[src/rtl/mem_bus_arbiter_pkg.sv]
// Shared definitions for the memory bus arbiter and the byte-serial sequencer.
// The package holds the arbiter state encoding and the master index constants.
// It also holds the data-width-derived address and mask widths for the default
// 16-bit bus, and helper functions that compute them for other widths.
package mem_bus_arbiter_pkg;

    typedef enum logic {
        ST_IDLE = 1'b0,
        ST_BUSY = 1'b1
    } state_t;

    localparam logic M_CPU = 1'b0;
    localparam logic M_AUX = 1'b1;

    localparam int RV_DEFAULT = 16;

    // Addresses are word addresses: bits [RV-1:RV/16] of the byte address.
    function automatic int addr_w(input int rv);
        return rv - rv / 16;
    endfunction

    function automatic int mask_w(input int rv);
        return rv / 8;
    endfunction

    localparam int ADDR_W = RV_DEFAULT - RV_DEFAULT / 16;
    localparam int MASK_W = RV_DEFAULT / 8;

endpackage

[src/rtl/mem_bus_arbiter.sv]
// Two-master arbiter in front of the external byte-serial memory bus sequencer.
// Master 0 (CPU) and master 1 (aux: loader/debug/DMA) request with level
// signals. The arbiter grants one master at a time and muxes that master's
// request onto the s_* bus. The sequencer's done pulses go back only to the
// granted master. Arbitration is round-robin. While m1_lock is high, master 1
// may keep the bus for up to LOCK_MAX consecutive grants.
//
// Ports:
//   clk, rst_n            clock, synchronous active-low reset
//   mX_raddr/mX_rreq      master X read address / read request (level)
//   mX_waddr/mX_wmask/    master X write address / byte mask (nonzero = write)
//   mX_wdata              / write data
//   mX_rdone/mX_wdone     done pulses returned to master X
//   m1_lock               master 1 asks to keep its grant
//   rdata                 read data broadcast to both masters
//   s_*                   request to / done from the sequencer
//   gnt                   one-hot current grant, 00 when idle
//
// State | meaning
// IDLE  | no transaction; arbitrate combinationally, grant takes effect next cycle
// BUSY  | granted master's request is on the s_* bus until a done pulse
module mem_bus_arbiter
    import mem_bus_arbiter_pkg::*;
#(
    parameter int RV       = 16,
    parameter int LOCK_MAX = 4
) (
    input  logic                 clk,
    input  logic                 rst_n,

    input  logic [RV-RV/16-1:0]  m0_raddr,
    input  logic                 m0_rreq,
    input  logic [RV-RV/16-1:0]  m0_waddr,
    input  logic [RV/8-1:0]      m0_wmask,
    input  logic [RV-1:0]        m0_wdata,
    output logic                 m0_rdone,
    output logic                 m0_wdone,

    input  logic [RV-RV/16-1:0]  m1_raddr,
    input  logic                 m1_rreq,
    input  logic [RV-RV/16-1:0]  m1_waddr,
    input  logic [RV/8-1:0]      m1_wmask,
    input  logic [RV-1:0]        m1_wdata,
    input  logic                 m1_lock,
    output logic                 m1_rdone,
    output logic                 m1_wdone,

    output logic [RV-1:0]        rdata,

    output logic [RV-RV/16-1:0]  s_raddr,
    output logic                 s_rreq,
    output logic [RV-RV/16-1:0]  s_waddr,
    output logic [RV/8-1:0]      s_wmask,
    output logic [RV-1:0]        s_wdata,
    input  logic [RV-1:0]        s_rdata,
    input  logic                 s_rdone,
    input  logic                 s_wdone,

    output logic [1:0]           gnt
);

    localparam int LCW = $clog2(LOCK_MAX + 1);
    localparam logic [LCW-1:0] LOCK_LIMIT = LCW'(LOCK_MAX);

    state_t         state, state_next;
    logic [1:0]     gnt_r, gnt_next;
    logic           last, last_next;
    logic [LCW-1:0] lock_cnt, lock_next;

    logic           req0, req1;
    logic           grant_v;
    logic           pick;
    logic           sel;

    assign req0  = m0_rreq | (|m0_wmask);
    assign req1  = m1_rreq | (|m1_wmask);
    assign sel   = gnt_r[1];
    assign gnt   = gnt_r;
    assign rdata = s_rdata;

    always_ff @(posedge clk) begin
        if (!rst_n) begin
            state    <= ST_IDLE;
            gnt_r    <= 2'b00;
            last     <= M_AUX;
            lock_cnt <= '0;
        end else begin
            state    <= state_next;
            gnt_r    <= gnt_next;
            last     <= last_next;
            lock_cnt <= lock_next;
        end
    end

    always_comb begin
        state_next = state;
        gnt_next   = gnt_r;
        last_next  = last;
        lock_next  = lock_cnt;
        grant_v    = 1'b0;
        pick       = M_CPU;

        s_raddr    = '0;
        s_rreq     = 1'b0;
        s_waddr    = '0;
        s_wmask    = '0;
        s_wdata    = '0;
        m0_rdone   = 1'b0;
        m0_wdone   = 1'b0;
        m1_rdone   = 1'b0;
        m1_wdone   = 1'b0;

        case (state)
            ST_IDLE: begin
                if (req0 && req1) begin
                    grant_v = 1'b1;
                    if (last == M_AUX && m1_lock && lock_cnt < LOCK_LIMIT) begin
                        pick = M_AUX;
                    end else begin
                        pick = ~last;
                    end
                end else if (req0) begin
                    grant_v = 1'b1;
                    pick    = M_CPU;
                end else if (req1) begin
                    grant_v = 1'b1;
                    pick    = M_AUX;
                end

                if (grant_v) begin
                    state_next = ST_BUSY;
                    gnt_next   = (pick == M_AUX) ? 2'b10 : 2'b01;
                end

                // Every master-1 grant made while lock is held counts toward the
                // limit, including the round-robin one that opens the burst.
                // The count saturates when master 1 is the only requester.
                if (!m1_lock || (grant_v && pick == M_CPU)) begin
                    lock_next = '0;
                end else if (grant_v && pick == M_AUX && lock_cnt != LOCK_LIMIT) begin
                    lock_next = lock_cnt + LCW'(1);
                end
            end

            ST_BUSY: begin
                if (sel == M_AUX) begin
                    s_raddr  = m1_raddr;
                    s_rreq   = m1_rreq;
                    s_waddr  = m1_waddr;
                    s_wmask  = m1_wmask;
                    s_wdata  = m1_wdata;
                    m1_rdone = s_rdone;
                    m1_wdone = s_wdone;
                end else begin
                    s_raddr  = m0_raddr;
                    s_rreq   = m0_rreq;
                    s_waddr  = m0_waddr;
                    s_wmask  = m0_wmask;
                    s_wdata  = m0_wdata;
                    m0_rdone = s_rdone;
                    m0_wdone = s_wdone;
                end

                if (s_rdone || s_wdone) begin
                    last_next  = sel;
                    state_next = ST_IDLE;
                    gnt_next   = 2'b00;
                end
            end

            default: begin
                state_next = ST_IDLE;
                gnt_next   = 2'b00;
            end
        endcase
    end

endmodule
[config.mk]
export PLATFORM = sky130hd
export DESIGN_NAME = mem_bus_arbiter
export DESIGN_NICKNAME = d
export VERILOG_FILES = /design/src/rtl/mem_bus_arbiter_pkg.sv /design/src/rtl/mem_bus_arbiter.sv
export SDC_FILE = /design/constraint.sdc
export NUM_CORES = 1
export LEC_CHECK = 0
export BUFFER_PORTS_ARGS = -buffer_cell sky130_fd_sc_hd__buf_2
export CAP_MARGIN = 20
export CORE_AREA = 2 2 74 76
export DETAILED_ROUTE_END_ITERATION = 7
export DIE_AREA = 0 0 76 78
export PLACE_DENSITY = 0.7
export SLEW_MARGIN = 20
export SYNTH_ARGS = -nofsm -noshare
export SYNTH_HDL_FRONTEND = slang
export SYNTH_SLANG_ARGS = --single-unit
export TNS_END_PERCENT = 1
[constraint.sdc]
create_clock -name clk -period 1.7 [get_ports clk]
set_input_delay 0.17 -clock clk [delete_from_list [all_inputs] [get_ports clk]]
set_output_delay 0.17 -clock clk [all_outputs]
set_load 0.005 [all_outputs]
==> qor.csv, run 1 <==
metric,value,unit
Pre-antenna DRT Iters,2,
Final Total Pwr,0.943,mW
Power Density,426,nW/µm²
register area share after synthesis,9.96,%
run status,completed,
CTS root buffer,clkbuf_8,
number of setup buffers added after CTS,0,
Slew @ Worst Pin,0.338,ns
depth of the CTS H-tree,1,
initial drt markers,21,
synth cell count leaders,"mux2i_1, nor2b_1, buf_4",
DRC viols,0,
Core Rows,26,
Ports,190,
global-route wire length before repair,7.27,mm
Yosys top cell area share,36.3,%
post-route setup TNS,0,ns
layout cells sized above 1,53.1,%
final hold viol count,0,
die outline area,5930,µm²
Critical Path RT,1.53,ns
hold crit path type,input pin to register,
Final WS setup,0.152,ns
CP endpoint kind,primary output,
Area Growth Syn to Fin,57.4,%
GRT Total Usage,14.5,%
register bit total from synthesis,7,
max_slew headroom,77.3,%
core area,5040,µm²
CP Class,register to primary output,
peak supply drop,338,µV
clock slew at reported path FFs,0.04,ns
total gr overflow,0,
asr flop ratio synth,0,%
number of distinct library cells after synthesis,23,
Startpoint Class,register,
CTS Buf Count,3,
Die W,76,µm
most common cell in the netlist,mux2i_1,
wire per inst,11.5,µm
CTS tree,done,
unrepaired setup endpoints after global routing,false,
Leakage,1.19,nW
Post-DP HPWL,3.83,mm
Tcrit/Tclk final,91.1,%
initial antenna violation count,0,
Die Ht,78,µm
Synth Flop Type,dfxtp_1,
CTS Hold Bufs,0,
cell accounting for the most synthesized area,mux2i_1,
crit-path cells,"buf_12, mux2i_1, nor2b_1, buf_2",
Syn Nets,303,
pins over their slew limit,0,
Post-Syn Instances,182,
clock latency at the later pin of the worst-skew pair,0.23,ns
slowest CP cell,dfxtp_2,
mapped cell area,1410,µm²
DRT antenna net count,0,
number of global-route vias before repair,1685,
"top cells by area, synth","mux2i_1, nor2b_1, dfxtp_1, buf_4, nand2_1",
Initial Utilization,27.9,%
Yosys warning count,0,
min cycle time layout,1.55,ns
final setup fails,0,
post-place setup slack,0.348,ns
number of enable flip-flop cells after synthesis,0,
Clock Sink Count,7,
arrival time worst endpoint,1.38,ns
ANT cells,0,
CTS Buffer Depth,2,
max_cap viols,0,
Critical Path Max Stage Delay,0.46,ns
vias per cell,4.32,
Final GP Congestion,0.756,
# resized after CTS,0,
largest net degree at the start of global routing,30,
PortBufs,157,
via count,1684,
Syn Area/Cell,7.73,µm²
f_max,646,MHz
critical-path maximum fanout,29,
Worst Clk Skew,0.00151,ns
final-stage net count,442,
Total Wirelength,4.50,mm
-- worst max-delay path, delay by kind of cell, from the launching register on --
kind,cells,cell delay [ns]
flip-flops,1,0.46
multiplexers,1,0.21
buffers and inverters,2,0.38
AND/OR/NAND/NOR,1,0.07
-- cell usage in the layout (no fill, tap or decap), types with 2 or more instances in the layout --
| cell | netlist | layout |
|---|---|---|
| o21ai_0 | 7 | 7 |
| buf_2 | 7 | 157 |
| buf_12 | 0 | 2 |
| mux2i_1 | 51 | 51 |
| nor2b_1 | 50 | 50 |
| nor3b_1 | 2 | 2 |
| nor2_1 | 4 | 4 |
| ha_1 | 2 | 2 |
| inv_1 | 3 | 3 |
| or3_4 | 2 | 2 |
| dfxtp_1 | 7 | 6 |
| nand2_1 | 14 | 14 |
| clkbuf_8 | 0 | 3 |
| and3_1 | 2 | 2 |
| a21oi_1 | 2 | 2 |
| buf_4 | 16 | 3 |
-- power by group --
part           internal (mW)  switching (mW)  leakage [nW]
logic                  0.294           0.219          1.11
clock network          0.163          0.0777        0.0228
registers              0.175          0.0149        0.0578
-- layer usage --
metal	share of wire, %	vias to the layer above	track usage, %	wire length [µm]
li1	-	869	-	-
met1	39	735	15.3	1780
met2	52	72	26.8	2350
met3	7.1	8	4.42	319
met4	1.3	0	5.82	60
met5	0	-	0	0
-- cell type report --
cell class | count | area (µm²)
Tap cell | 70 | 87.6
Sequential cell | 7 | 141
Inverter | 3 | 11.3
Multi-Input combinational cell | 144 | 1080
Fill cell | 515 | 2830
Clock buffer | 4 | 45.0
Timing Repair Buffer | 162 | 848
-- stage by stage --
stage	util (%)	cell area [µm²]	hold WS [ns]	std cells
detailed placement	43.1	2170	0.340	386
finish	43.9	2220	0.167	390
global route	43.9	2220	0.176	390
global placement	43.1	2170	0.340	386
CTS	43.9	2220	0.166	390
floorplan	-	1410	0.232	182
-- logic make-up (layout without fill, tap and decap cells) --
family / count (synthesis) / after routing / synth area share (%)
compound gates: 12 / 12 / 5.87
fa+ha+maj: 2 / 2 / 1.78
mux: 51 / 51 / 36.3
simple gates: 79 / 79 / 33.0
flops: 7 / 7 / 9.96
buf+inv: 31 / 169 / 13.2
-- sequential cells by signal, indices dropped and copies added, names as in the netlist --
signal    flops
last          1
gnt           2
state         1
lock_cnt      3
-- path summary, 6_finish.rpt --
check | endpoint | slack (ns) | cells after the start | start
setup / recovery | s_waddr[4] | 0.15 | 4 | gnt[1]
hold / removal | last | 0.17 | 2 | rst_n
setup reg to reg | lock_cnt[0] | 0.37 | 5 | lock_cnt[2]
hold reg to reg | lock_cnt[1] | 0.49 | 2 | lock_cnt[1]
Power figures use the tool's default switching activity.
==> run 2, diff against run 1 <==
Settings changed: ABC_AREA set to 1, CORE_AREA 2 2 74 76 to 2 2 73 75, DIE_AREA 0 0 76 78 to 0 0 75 77, PLACE_DENSITY 0.7 to 0.74.
==> run 2 against run 1 <==
Sequential power down 3%. First-iteration DRC count increased by 150%. Via count up 21%. Clock-buffer cell count stayed put. Largest cell class unchanged.
==> qor.csv, run 2 <==
metric,value,unit,change
Compound-Gate Fraction of Synth Area,33.0,%,+27 points
run status,completed,,
slowest CP cell,dfxtp_4,,
clock slew at reported path FFs,0.04,ns,about the same
critical-path maximum fanout,25,,-14%
Ports,190,,unchanged
CP endpoint kind,primary output,,
Tcrit/Tclk final,96.7,%,+5.7 points
Syn Area/Cell,6.16,µm²,-20%
PortBufs,157,,unchanged
synth cell count leaders,"inv_1, nand3_1, o21ai_2",,
Final Total Pwr,0.980,mW,+4.0%
Pre-antenna DRT Iters,4,,+2
CTS tree,done,,
max_cap viols,0,,unchanged
number of distinct library cells after synthesis,19,,-17%
wire per inst,11.6,µm,+0.35%
CTS Hold Bufs,0,,unchanged
area of the multi-input gates,898,µm²,-17%
initial antenna violation count,0,,unchanged
Die Ht,77,µm,-1.3%
Leakage,1.40,nW,+18%
Slew @ Worst Pin,0.351,ns,+0.0122 ns
via count,2043,,+21%
Post-DP HPWL,3.99,mm,+4.0%
"most common cell after layout, fill and taps aside",buf_2,,
most frequent cells in the layout,"buf_2, inv_1, nand3_1",,
Worst Clk Skew,0.00305,ns,+0.00154 ns
initial drt markers,52,,+150%
peak supply drop,359,µV,+6.2%
XOR/XNOR Fraction of Synth Area,0.582,%,+0.58 points
DRT antenna net count,0,,unchanged
Total Wirelength,5.17,mm,+15%
Area Growth Syn to Fin,50.2,%,
Die W,75,µm,-1.3%
DRC viols,0,,unchanged
vias per cell,4.58,,+6.1%
global-route wire length before repair,7.53,mm,+3.7%
Inst Count DP,441,,+14%
Startpoint Class,register,,
arrival time worst endpoint,1.47,ns,+0.09 ns
die outline area,5780,µm²,-2.6%
mux cell area share after synthesis,0,%,-36 points
Core Rows,26,,unchanged
max reg flops,3,,unchanged
register area share after synthesis,9.32,%,-0.64 points
min cycle time layout,1.64,ns,+0.0963 ns
area taken by flip-flops and latches,145,µm²,+2.7%
asr flop ratio synth,0,%,unchanged
total gr overflow,0,,unchanged
FILL cells,521,,+1.2%
Final Util,45.4,%,+1.4 points
register bit total from synthesis,7,,unchanged
final cell count without fillers,446,,+14%
largest net degree at the start of global routing,53,,+77%
Critical Path Max Stage Delay,0.36,ns,-0.10 ns
Crit path buffers/inverters,3,,+1
Syn Nets,365,,+20%
Yosys top cell area share,27.4,%,-8.9 points
simple logic cell fraction of the synthesized area,24.5,%,-8.5 points
CTS root buffer,clkbuf_8,,
layout cells sized above 1,57.7,%,+4.6 points
CP Class,register to primary output,,
unrepaired setup endpoints after global routing,false,,
mapped cell area,1500,µm²,+6.8%
Top delay family on crit path,buffers and inverters,,
Critical Path RT,1.53,ns,about the same
Worst Setup SP,state,,
cell accounting for the most synthesized area,o21ai_2,,
Final GP Congestion,0.811,,+7.2%
final hold viol count,0,,unchanged
core area,4980,µm²,-1.3%
Synth Flop Type,dfxtp_1,,
HP Start,rst_n,,
main combinational cell family by area after synthesis,compound AO/OA/AOI/OAI gates,,
GRT Total Usage,16.0,%,+1.6 points
clock latency at the later pin of the worst-skew pair,0.23,ns,about the same
Power Density,434,nW/µm²,+2.0%
Reg-to-Reg Start,lock_cnt[0],,
Yosys warning count,0,,unchanged
depth of the CTS H-tree,1,,unchanged
most common cell in the netlist,inv_1,,
CTS Buf Count,3,,unchanged
ANT cells,0,,unchanged
final-stage net count,498,,+13%
post-synthesis adder-cell area fraction,1.66,%,-0.11 points
crit-path cells,"inv_2, or2_2, clkbuf_16, o21ai_2, buf_2",,
number of enable flip-flop cells after synthesis,0,,unchanged
Initial Utilization,30.2,%,+2.3 points
final setup fails,0,,unchanged
pins over their slew limit,0,,unchanged
Top reg by flops,lock_cnt,,
number of global-route vias before repair,1828,,+8.5%
max_slew headroom,76.6,%,-0.64 points
post-route setup TNS,0,ns,unchanged
CTS Buffer Depth,2,,unchanged
"top cells by area, synth","o21ai_2, nand3_1, inv_1, dfxtp_1, buf_4",,
Clock Sink Count,7,,unchanged
Post-Syn Instances,244,,+34%
hold crit path type,input pin to register,,
f_max,608,MHz,-5.9%
## run 2: per-layer routing
| layer | routed length, µm | vias up | track usage [%] |
|---|---|---|---|
| li1 | - | 1031 | - |
| met1 | 1920 | 889 | 17.2 |
| met2 | 2710 | 109 | 30.7 |
| met3 | 445 | 14 | 2.37 |
| met4 | 98 | 0 | 5.00 |
| met5 | 0 | - | 0 |
## run 2: path summary, 6_finish.rpt
kind	end	slack, ns	cells past startpoint
worst max register to register	lock_cnt[2]	0.35	7
worst min-delay path	lock_cnt[0]	0.21	3
worst max-delay path	s_wdata[14]	0.06	5
worst min register to register	gnt[0]	0.46	2
## run 2: layout make-up
class | count | share of cell area, %
Inverter | 60 | 9.97
Multi-Input combinational cell | 143 | 39.8
Sequential cell | 7 | 6.43
Tap cell | 70 | 3.88
Timing Repair Buffer | 162 | 38.0
Clock buffer | 4 | 1.99
## run 2: what timing repair did
action / 4_1_cts / 5_1_grt
setup buffers: 0 / 0
endpoints found under the setup margin: 0 / 5
resized for setup: 0 / 3
## run 2: cells by family (layout without fill, tap and decap cells)
logic type | Yosys count | count (layout)
AO/OA/AOI/OAI | 62 | 62
AND/OR/NAND/NOR | 78 | 78
buffers and inverters | 94 | 226
flip-flops | 7 | 7
XOR/XNOR | 1 | 1
adder cells (fa/ha/maj) | 2 | 2
## run 2: worst register-to-register path: stages (launching register included)
cell	delay, ns
dfxtp_1	0.34
inv_1	0.07
ha_1	0.20
a21oi_1	0.15
nand3_1	0.16
inv_1	0.13
nand3_1	0.09
a21oi_1	0.14
## run 2: power by group
part	internal, mW	switching (mW)
clock	0.163	0.0759
sequential	0.176	0.00768
combinational	0.260	0.298
total	0.599	0.381
## run 2: metrics by stage
stage / setup WS (ns) / hold WS [ns] / cell area [µm²]
after global routing: 0.0184 / 0.235 / 2260
after detailed placement: 0.246 / 0.340 / 2180
after global placement: 0.310 / 0.340 / 2180
after floorplan: 0.466 / 0.308 / 1500
final: 0.0553 / 0.209 / 2260
after CTS: 0.00265 / 0.211 / 2230
==> run 3, diff against run 2 <==
Settings changed: BUFFER_PORTS_ARGS -buffer_cell sky130_fd_sc_hd__buf_2 to unset, CORE_AREA 2 2 73 75 to 2 2 74 76, DIE_AREA 0 0 75 77 to 0 0 76 78, DONT_BUFFER_PORTS set to 1, PLACE_DENSITY 0.74 to 0.4.
==> run 3 against run 2 <==
Die area grew 2.6%. Register-to-register slack gained 0.04 ns. Flip-flop and latch count is the same. Critical path type unchanged. Critical endpoint is now s_raddr[14].
==> qor.csv, run 3 (synthesized netlist as in run 2, its figures left out) <==
metric,value,unit,change
core area,5040,µm²,+1.3%
pins over their slew limit,0,,unchanged
vias per cell,4.96,,+8.3%
run status,completed,,
layout cells sized above 1,27.1,%,-31 points
max reg flops,3,,unchanged
"most common cell after layout, fill and taps aside",inv_1,,
total gr overflow,0,,unchanged
Top reg by flops,lock_cnt,,
max_cap viols,0,,unchanged
Critical Path Max Stage Delay,0.33,ns,-0.03 ns
Die W,76,µm,+1.3%
Logic pwr share,46.0,%,-11 points
Slew @ Worst Pin,0.367,ns,+0.0160 ns
Ports,190,,unchanged
Switching Power,0.318,mW,-17%
ANT cells,0,,unchanged
number of setup buffers added after CTS,0,,unchanged
min cycle time layout,1.52,ns,-0.121 ns
Final WS setup,0.176,ns,+0.121 ns
Clock Sink Count,7,,unchanged
final hold slack,0.0874,ns,-0.121 ns
clock latency at the later pin of the worst-skew pair,0.22,ns,about the same
f_max,656,MHz,+7.9%
Worst Clk Skew,0.00295,ns,-0.0000993 ns
Startpoint Class,register,,
post-route setup TNS,0,ns,unchanged
Critical Path RT,1.53,ns,about the same
DRC viols,0,,unchanged
CP endpoint kind,primary output,,
final hold viol count,0,,unchanged
crit-path cells,"inv_2, or2_4, buf_12, o21ai_0",,
arrival time worst endpoint,1.35,ns,-0.12 ns
largest net degree at the start of global routing,53,,unchanged
wire per inst,14.1,µm,+22%
Tcrit/Tclk final,89.6,%,-7.1 points
Reg power frac,23.8,%,+5.0 points
Post-DP HPWL,3.23,mm,-19%
CTS tree,done,,
initial antenna violation count,0,,unchanged
via count,1429,,-30%
CTS Buffer Depth,2,,unchanged
initial drt markers,44,,-15%
CP Class,register to primary output,,
final-stage net count,340,,-32%
Power Density,527,nW/µm²,+21%
slowest CP cell,dfxtp_2,,
FILL cells,562,,+7.9%
final setup fails,0,,unchanged
Inst Count DP,284,,-36%
Core Rows,26,,unchanged
die outline area,5930,µm²,+2.6%
Initial Utilization,29.8,%,-0.39 points
PortBufs,0,,-100%
max_slew headroom,75.6,%,-1.1 points
DRT antenna net count,0,,unchanged
Final GP Congestion,0.782,,-3.6%
critical-path maximum fanout,18,,-28%
depth of the CTS H-tree,1,,unchanged
Sw Share,41.2,%,+2.3 points
post-place setup slack,0.271,ns,+0.0252 ns
Clock Power Share,30.2,%,+5.9 points
Area Growth Syn to Fin,-2.66,%,
final cell count without fillers,288,,-35%
Leakage,0.714,nW,-49%
Die Ht,78,µm,+1.3%
most frequent cells in the layout,"inv_1, nand3_1, o21ai_2",,
clock slew at reported path FFs,0.04,ns,about the same
CTS Buf Count,3,,unchanged
P_int,0.454,mW,-24%
Top delay family on crit path,flip-flops,,
global-route wire length before repair,6.48,mm,-14%
CTS root buffer,clkbuf_8,,
GRT Total Usage,12.7,%,-3.3 points
peak supply drop,373,µV,+4.0%
Pre-antenna DRT Iters,4,,unchanged
hold crit path type,input pin to register,,
number of global-route vias before repair,1375,,-25%
Crit path buffers/inverters,2,,-1
Total Wirelength,4.07,mm,-21%
unrepaired setup endpoints after global routing,false,,
run 3: worst paths after layout:
check,slack (ns),start,end,cells past startpoint
worst min register to register,0.49,gnt[0],gnt[0],2
worst max-delay path,0.18,state,s_raddr[14],4
worst min-delay path,0.09,m1_lock,lock_cnt[0],2
worst max register to register,0.39,state,lock_cnt[0],6
run 3: power by group through the flow:
| stage | combinational (mW) | clock [mW] | sequential [mW] |
|---|---|---|---|
| floorplan | 0.344 | 0 | 0.183 |
| CTS | 0.358 | 0.237 | 0.183 |
| finish | 0.355 | 0.233 | 0.184 |
| global placement | 0.360 | 0 | 0.186 |
| global route | 0.401 | 0.248 | 0.185 |
| detailed placement | 0.358 | 0 | 0.186 |
run 3: layout make-up:
type | instances | area (µm²) | area share [%]
Clock buffer | 4 | 45.0 | 3.08
Timing Repair Buffer | 4 | 62.6 | 4.27
Sequential cell | 7 | 143 | 9.74
Multi-Input combinational cell | 143 | 901 | 61.5
Tap cell | 70 | 87.6 | 5.98
Inverter | 60 | 225 | 15.4
run 3: routing by layer:
| layer | wire [µm] | global-route usage (%) | part of all wire, % | vias to the layer above |
|---|---|---|---|---|
| li1 | - | - | - | 712 |
| met1 | 1420 | 12.8 | 35 | 621 |
| met2 | 2230 | 25.4 | 55 | 88 |
| met3 | 358 | 3.60 | 8.8 | 8 |
| met4 | 70 | 3.27 | 1.7 | 0 |
| met5 | 0 | 0 | 0 | - |
run 3: worst reg2reg max path: cells and delay by family (launching register included):
family / cells / cell delay [ns]
flops: 1 / 0.33
buf+inv: 2 / 0.42
compound gates: 3 / 0.29
simple gates: 1 / 0.16
run 3: timing repair:
action / in CTS / in global routing
setup endpoints to repair: 0 / 2
hold buffers: 0 / 0
resized for setup: 0 / 3
run 3: per-stage QoR:
step                power (mW)  util (%)  instance area (µm²)
finish                   0.772      29.0                 1460
global placement         0.546      27.9                 1410
detailed placement       0.544      27.9                 1410
global route             0.835      29.0                 1460
CTS                      0.779      28.8                 1450
floorplan                0.527         -                 1500
